**config.mk**
```make
export PLATFORM = sky130hd
export DESIGN_NAME = inst_queue
export DESIGN_NICKNAME = d
export VERILOG_FILES = /design/src/rtl/inst_queue.sv
export SDC_FILE = /design/constraint.sdc
export NUM_CORES = 1
export LEC_CHECK = 0
export ABC_AREA = 1
export CORE_ASPECT_RATIO = 1.1
export CORE_MARGIN = 5
export CORE_UTILIZATION = 24
export CTS_BUF_LIST = sky130_fd_sc_hd__clkbuf_8
export DETAILED_ROUTE_END_ITERATION = 8
export GPL_ROUTABILITY_DRIVEN = 1
export PLACE_DENSITY_LB_ADDON = 0.15
export SYNTH_ARGS = -nofsm -noshare
export SYNTH_HDL_FRONTEND = slang
export SYNTH_SLANG_ARGS = --single-unit
export TNS_END_PERCENT = 10
```
**constraint.sdc**
```tcl
create_clock -name clk -period 8 [get_ports clk]
set_input_delay 1.6 -clock clk [delete_from_list [all_inputs] [get_ports clk]]
set_output_delay 1.6 -clock clk [all_outputs]
set_load 0.03 [all_outputs]
```
**src/rtl/inst_queue.sv**
```systemverilog
// -----------------------------------------------------------------------------
// inst_queue
//
// Decoupling instruction queue between fetch and decode. Each valid {inst, pc}
// pair from fetch is written into a small circular FIFO; the oldest entry is
// presented to decode. ready_o is derived only from registered occupancy, so
// it never forms a combinational path back into fetch.
//
// Optional build macro:
//   INST_QUEUE_BYPASS_EN - when the queue is empty and decode is not stalled,
//                          a valid input pair is passed straight through to
//                          the outputs and consumed without being stored.
//
// Ports:
//   clk           clock
//   rst_n         asynchronous active-low reset
//   flush_i       discard all queued instructions this cycle
//   stall_i       pipeline stall vector, only bit STALL_IDX is used
//   inst_i        instruction from fetch
//   pc_i          pc of inst_i
//   inst_valid_i  inst_i/pc_i valid this cycle
//   ready_o       queue can accept one instruction this cycle
//   inst_o        head instruction, `INST_NOP when not valid
//   pc_o          head pc, 0 when not valid
//   inst_valid_o  head entry valid and presented to decode
// -----------------------------------------------------------------------------
`timescale 1ns/1ps

`ifndef STALL_WIDTH
`define STALL_WIDTH 6
`endif
`ifndef STALL_ID
`define STALL_ID 2
`endif
`ifndef INST_NOP
`define INST_NOP 32'h0000_0013
`endif

module inst_queue #(
    parameter int DEPTH     = 2,
    parameter int STALL_IDX = `STALL_ID
) (
    input  logic                    clk,
    input  logic                    rst_n,
    input  logic                    flush_i,
    input  logic [`STALL_WIDTH-1:0] stall_i,
    input  logic [31:0]             inst_i,
    input  logic [31:0]             pc_i,
    input  logic                    inst_valid_i,
    output logic                    ready_o,
    output logic [31:0]             inst_o,
    output logic [31:0]             pc_o,
    output logic                    inst_valid_o
);

    localparam int AW = (DEPTH > 1) ? $clog2(DEPTH) : 1;
    localparam logic [AW:0] FULL_CNT = (AW+1)'(DEPTH);

    logic [63:0]   mem [DEPTH];
    logic [AW-1:0] wr_ptr;
    logic [AW-1:0] rd_ptr;
    logic [AW:0]   count;

    logic stall;
    logic not_empty;
    logic bypass;
    logic push;
    logic pop;
    logic unused_stall;

    assign stall        = stall_i[STALL_IDX];
    assign unused_stall = ^stall_i;
    assign not_empty    = (count != '0);

    // Occupancy only: a pop in the same cycle does not open a slot for fetch.
    assign ready_o = (count != FULL_CNT);

`ifdef INST_QUEUE_BYPASS_EN
    assign bypass = ~not_empty & inst_valid_i & ~stall & ~flush_i;
`else
    assign bypass = 1'b0;
`endif

    // A bypassed pair is consumed by decode directly and must not be stored.
    assign push = inst_valid_i & ready_o & ~flush_i & ~bypass;
    // Based on stored occupancy so a bypass never decrements count.
    assign pop  = not_empty & ~stall & ~flush_i;

    always_ff @(posedge clk or negedge rst_n) begin
        if (!rst_n) begin
            wr_ptr <= '0;
            rd_ptr <= '0;
            count  <= '0;
        end else if (flush_i) begin
            wr_ptr <= '0;
            rd_ptr <= '0;
            count  <= '0;
        end else begin
            if (push) begin
                wr_ptr <= wr_ptr + 1'b1;
            end
            if (pop) begin
                rd_ptr <= rd_ptr + 1'b1;
            end
            case ({push, pop})
                2'b10:   count <= count + 1'b1;
                2'b01:   count <= count - 1'b1;
                default: count <= count;
            endcase
        end
    end

    // Entry storage carries no reset; validity is tracked by count alone.
    always_ff @(posedge clk) begin
        if (push) begin
            mem[wr_ptr] <= {pc_i, inst_i};
        end
    end

    always_comb begin
        inst_valid_o = 1'b0;
        inst_o       = `INST_NOP;
        pc_o         = 32'h0;
        if (not_empty) begin
            inst_valid_o = 1'b1;
            inst_o       = mem[rd_ptr][31:0];
            pc_o         = mem[rd_ptr][63:32];
        end else if (bypass) begin
            inst_valid_o = 1'b1;
            inst_o       = inst_i;
            pc_o         = pc_i;
        end
    end

endmodule
```
======== Word-level counts from Yosys, hierarchy flattened ========
Memories as Yosys holds them, arrays and structs flattened.
Index checks and enable logic that the tools add are counted.
operators by class
  add/sub/neg operators ................... 4
  equality and inequality tests ........... 3
  multiplexer cells ....................... 11
  bitwise gates (word level) .............. 6
  reduce and logical (&&, ||, !) cells .... 4
operators with widths
  kind                                                  number
  two-way mux 32 bit                                    2
  two-way mux 1 bit                                     7
  nonzero test 2 bit                                    3
  bitwise AND 1 bit                                     4
  one-hot mux 2 bit (2 select lines)                    1
  nonzero test 3 bit                                    1
  adder 1 bit (second input constant)                   2
  adder 2 x 1 -> 2 bit (second input constant)          1
  equality test 2 x 1 -> 1 bit (second input constant)  1
  equality test 2 bit (second input constant)           1
  two-way mux 2 bit                                     1
  != test 2 bit (second input constant)                 1
  NOT 1 bit                                             2
  subtractor 2 x 1 -> 2 bit (second input constant)     1
word-level totals
  bits in registers ....................... 4
  RAM bits ................................ 128
  input bits .............................. 74
  output and inout bits ................... 66
  word-level logic and storage cells ...... 32
  memories kept ........................... 1
memories
  memory  words  width  read ports  clocked after memory_dff  write ports  line  RTL
  mem     2      64     1           0                         1            59    logic [63:0] mem [DEPTH];

======== Longest topological paths before layout ========
  depth in word-level cells ............... 6
  gate-level depth with buffers ........... 9
  depth with buffers taken out ............ 9

======== Worst setup path before layout ========
OpenSTA, ideal clock, no wires.
  path kind ............................... input-to-reg
  start point ............................. input port flush_i
  end point ............................... memory mem[1][0], enable pin
  arrival time ............................ 6.064 ns
  data required time ...................... 7.435 ns
  setup slack ............................. 1.370 ns
  stages on the path ...................... 1
  buffers on the path ..................... 0
  cell sequence ........................... nor3_1
on the way
  word-level cells in the longest chain between the ends .. 4
RTL lines
  element                                  line  RTL
  start, declared                          45    input logic flush_i,
  NOT 1 bit                                85    assign push = inst_valid_i & ready_o & ~flush_i & ~bypass;
  bitwise AND 1 bit                        85
  two-way mux 1 bit                        115   if (push) begin
  two-way mux 1 bit (implied by the code)  116   mem[wr_ptr] <= {pc_i, inst_i};
  end, declared                            59
No other way between the ends.

======== Worst setup path after layout ========
  start point ............................. register count[0]
  end point ............................... output port inst_o[8]
on the way
  word-level cells in the longest chain between the ends .. 2
RTL lines
  element                 line  RTL
  start, declared         62    logic [AW:0] count;
  start signal, assigned  106   2'b10: count <= count + 1'b1;
  start signal, assigned  107   2'b01: count <= count - 1'b1;
  start signal, assigned  108   default: count <= count;
  nonzero test 2 bit      73    assign not_empty = (count != '0);
  two-way mux 32 bit      124   if (not_empty) begin
  end, declared           51    output logic [31:0] inst_o,
No other way between the ends.

==> impl_metrics.tcl <==
set metrics [dict create \
    drive_above_1_share_pct 7.87 \
    p_seq_share_pct 36.0 \
    critPathLaunchType "flop" \
    die_h_um 162 \
    p_leak_nw 2.46 \
    syn_nets 456 \
    status "finished, final reports clean" \
    ys_ff_latch 132 \
    antenna_cells 0 \
    final-hold-violation-count 0 \
    drtPass1Iterations 4 \
    fin_util_pct 34.0 \
    place_inst 758 \
    crit_required_ns 6.40 \
    slowest_delay_ns 0.71 \
    cts.clk_slew.worst_paths_ns 0.07 \
    hold_path_class "reg -> reg" \
    cts_root_buf "clkbuf_8" \
    grt_max_degree 65 \
    clock_latency_ns 0.43 \
    crit_buf_inv 2 \
    wl_per_cell_um 15.8 \
    dieArea_um2 23900 \
    slowest_stage "nor2_4" \
    swShare_pct 38.2 \
    synth_top_cell_area_share_pct 76.7 \
    cts_tree "yes" \
    vias 3317 \
    clock_path_buffers 2 \
    fin_crit_ns 4.47 \
    drt_iter0_drc 161 \
    arrival_ns 2.87 \
    syn_to_final_growth_pct 39.8 \
    internal_power_mw 1.45 \
    tns_ns 0 \
    viasPerCell 4.20 \
    routed_wirelength_um 12500 \
    place_congestion 0.709 \
    fmax_ghz 0.224 \
    antenna_found_initial 0 \
    worstPathCellList "nor2_4 -> buf_4 -> a21oi_1 -> clkdlybuf4s50_1" \
    synth_cell_types 16 \
    power_frac_comb_pct 41.6 \
    post_cts_buffers 0 \
    num_io_pins 140 \
    syn_inst 382 \
    fin_crit_sh_pct 55.8 \
    clock-sinks 132 \
    cap_violations 0 \
    power.density_nw_per_um2 336 \
    yosysTopAreaCell "edfxtp_1" \
    finalSetupViolCount 0 \
    netlist_area_um2 5010 \
    worst_slack_ns 3.53 \
    worstPathMaxFanout 32 \
    dpl.hpwl_um 7410 \
    hold_ws_ns 0.615 \
    maxSlewViolCount 0 \
    cts_made_buffers 17 \
    clkPwrFrac_pct 22.5 \
    fin_skew_ns 0.0156 \
    rsz0062_at_grt "false" \
    dp_slack_ns 3.91 \
    initial_core_util_pct 24.4 \
    peakVddDrop_uv 134 \
    holdBufCountCts 0 \
    overflow 0 \
    fill_cells 2024 \
    max_slew_margin_pct 38.8 \
    yosysWarnings 0 \
    cts_resized 0 \
    num_rows 55 \
    yosys-top-cells-area "edfxtp_1 77%, nand2_1 11%, a21oi_1 6.2%, dfrtp_1 2.0%, buf_2 1.8%" \
    place_area_um2 6630 \
    cpLargestDelayFamily "buffers and inverters" \
    grt_pass1_wl_um 19300 \
    synth-seq-area-share_pct 78.7 \
    crit_type "reg -> out" \
    tightest_slew_ns 0.918 \
    nNetsFinal 595 \
    antenna_left 0 \
    grt_pass1_vias 3570 \
    portBuffers 134 \
    syn_avg_cell_area_um2 13.1 \
    final_area_um2 7000 \
    power_mw 2.35 \
    end_kind "primary output" \
    core_um2 20600 \
    h-tree-depth 4 \
    switchingPower_mw 0.897 \
    drc_errors 0 \
    grt_use_total_pct 10.6 \
    fin_cells 790 \
    die_w_um 148 \
]
worst min-delay path, delay by kind of cell (launching register included):
family        cells  cell delay (ns)
flops             1             0.45
simple gates      2             0.14
sequential cells by signal (all words and copies together) (netlist names):
signal  flops
rd_ptr      1
count       2
wr_ptr      1
mem       128
path summary, 6_finish.rpt:
| kind | start | endpoint | cells after the start | slack (ns) |
|---|---|---|---|---|
| min reg2reg | count[1] | count[1] | 2 | 0.61 |
| max in group asynchronous | rst_n | rd_ptr | 1 | 6.41 |
| max | count[0] | inst_o[8] | 4 | 3.53 |
| max reg2reg | count[0] | mem[0][38] | 7 | 5.91 |
| min in group asynchronous | rst_n | count[1] | 1 | 1.39 |
| min | count[1] | count[1] | 2 | 0.61 |
placed cells by master (no fill, tap or decap):
| cell | instances |
|---|---|
| edfxtp_1 | 128 |
| nand2_1 | 143 |
| inv_1 | 12 |
| nand3b_1 | 1 |
| clkbuf_8 | 19 |
| nor2_1 | 2 |
| dfrtp_2 | 1 |
| o21ai_0 | 2 |
| clkdlybuf4s50_1 | 134 |
| clkinvlp_4 | 1 |
| a21oi_1 | 62 |
| bufinv_16 | 2 |
| nor3_2 | 1 |
| nor2_4 | 1 |
| nand3_1 | 5 |
| clkinv_2 | 4 |
| buf_4 | 6 |
| dfrtp_1 | 3 |
| inv_2 | 3 |
| a21oi_2 | 1 |
| nand2_2 | 3 |
area by class of cell:
| class | count | area (um^2) | area share (%) |
|---|---|---|---|
| Timing Repair Buffer | 140 | 1390 | 19.8 |
| Clock buffer | 19 | 262 | 3.73 |
| Tap cell | 256 | 320 | 4.57 |
| Sequential cell | 132 | 3950 | 56.3 |
| Inverter | 9 | 35.0 | 0.500 |
| Multi-Input combinational cell | 221 | 946 | 13.5 |
| Clock inverter | 13 | 109 | 1.55 |
metal layers:
layer	vias to the layer above	GRT usage (%)	share of wire (%)
met5	-	0	0
met3	6	4.35	6.5
met1	1607	12.0	42
met2	92	18.4	51
met4	0	2.92	0.75
li1	1612	-	-
cells in the mapped netlist:
cell	count
nor2_2	1
a21oi_1	62
edfxtp_1	128
nand2_1	143
nand3b_1	1
nand3_1	5
nand2_2	3
inv_1	7
buf_2	18
a21oi_2	1
dfrtp_1	4
nor3_1	1
o21ai_0	2
nor2_1	2
clkbuf_1	2
inv_2	2
kinds of logic after synthesis:
family	after synthesis	synth area share [%]
AND/OR/NAND/NOR	156	12.1
buffers and inverters	29	2.62
flip-flops	132	78.7
AO/OA/AOI/OAI	65	6.57
power by group through the flow:
stage	registers [mW]	logic, mW	clock network (mW)
global route	0.851	1.05	0.586
CTS	0.847	1.00	0.551
detailed placement	0.862	0.998	0
global placement	0.859	0.995	0
finish	0.846	0.978	0.528
floorplan	0.861	0.567	0
(Power assumes the default switching activity.)
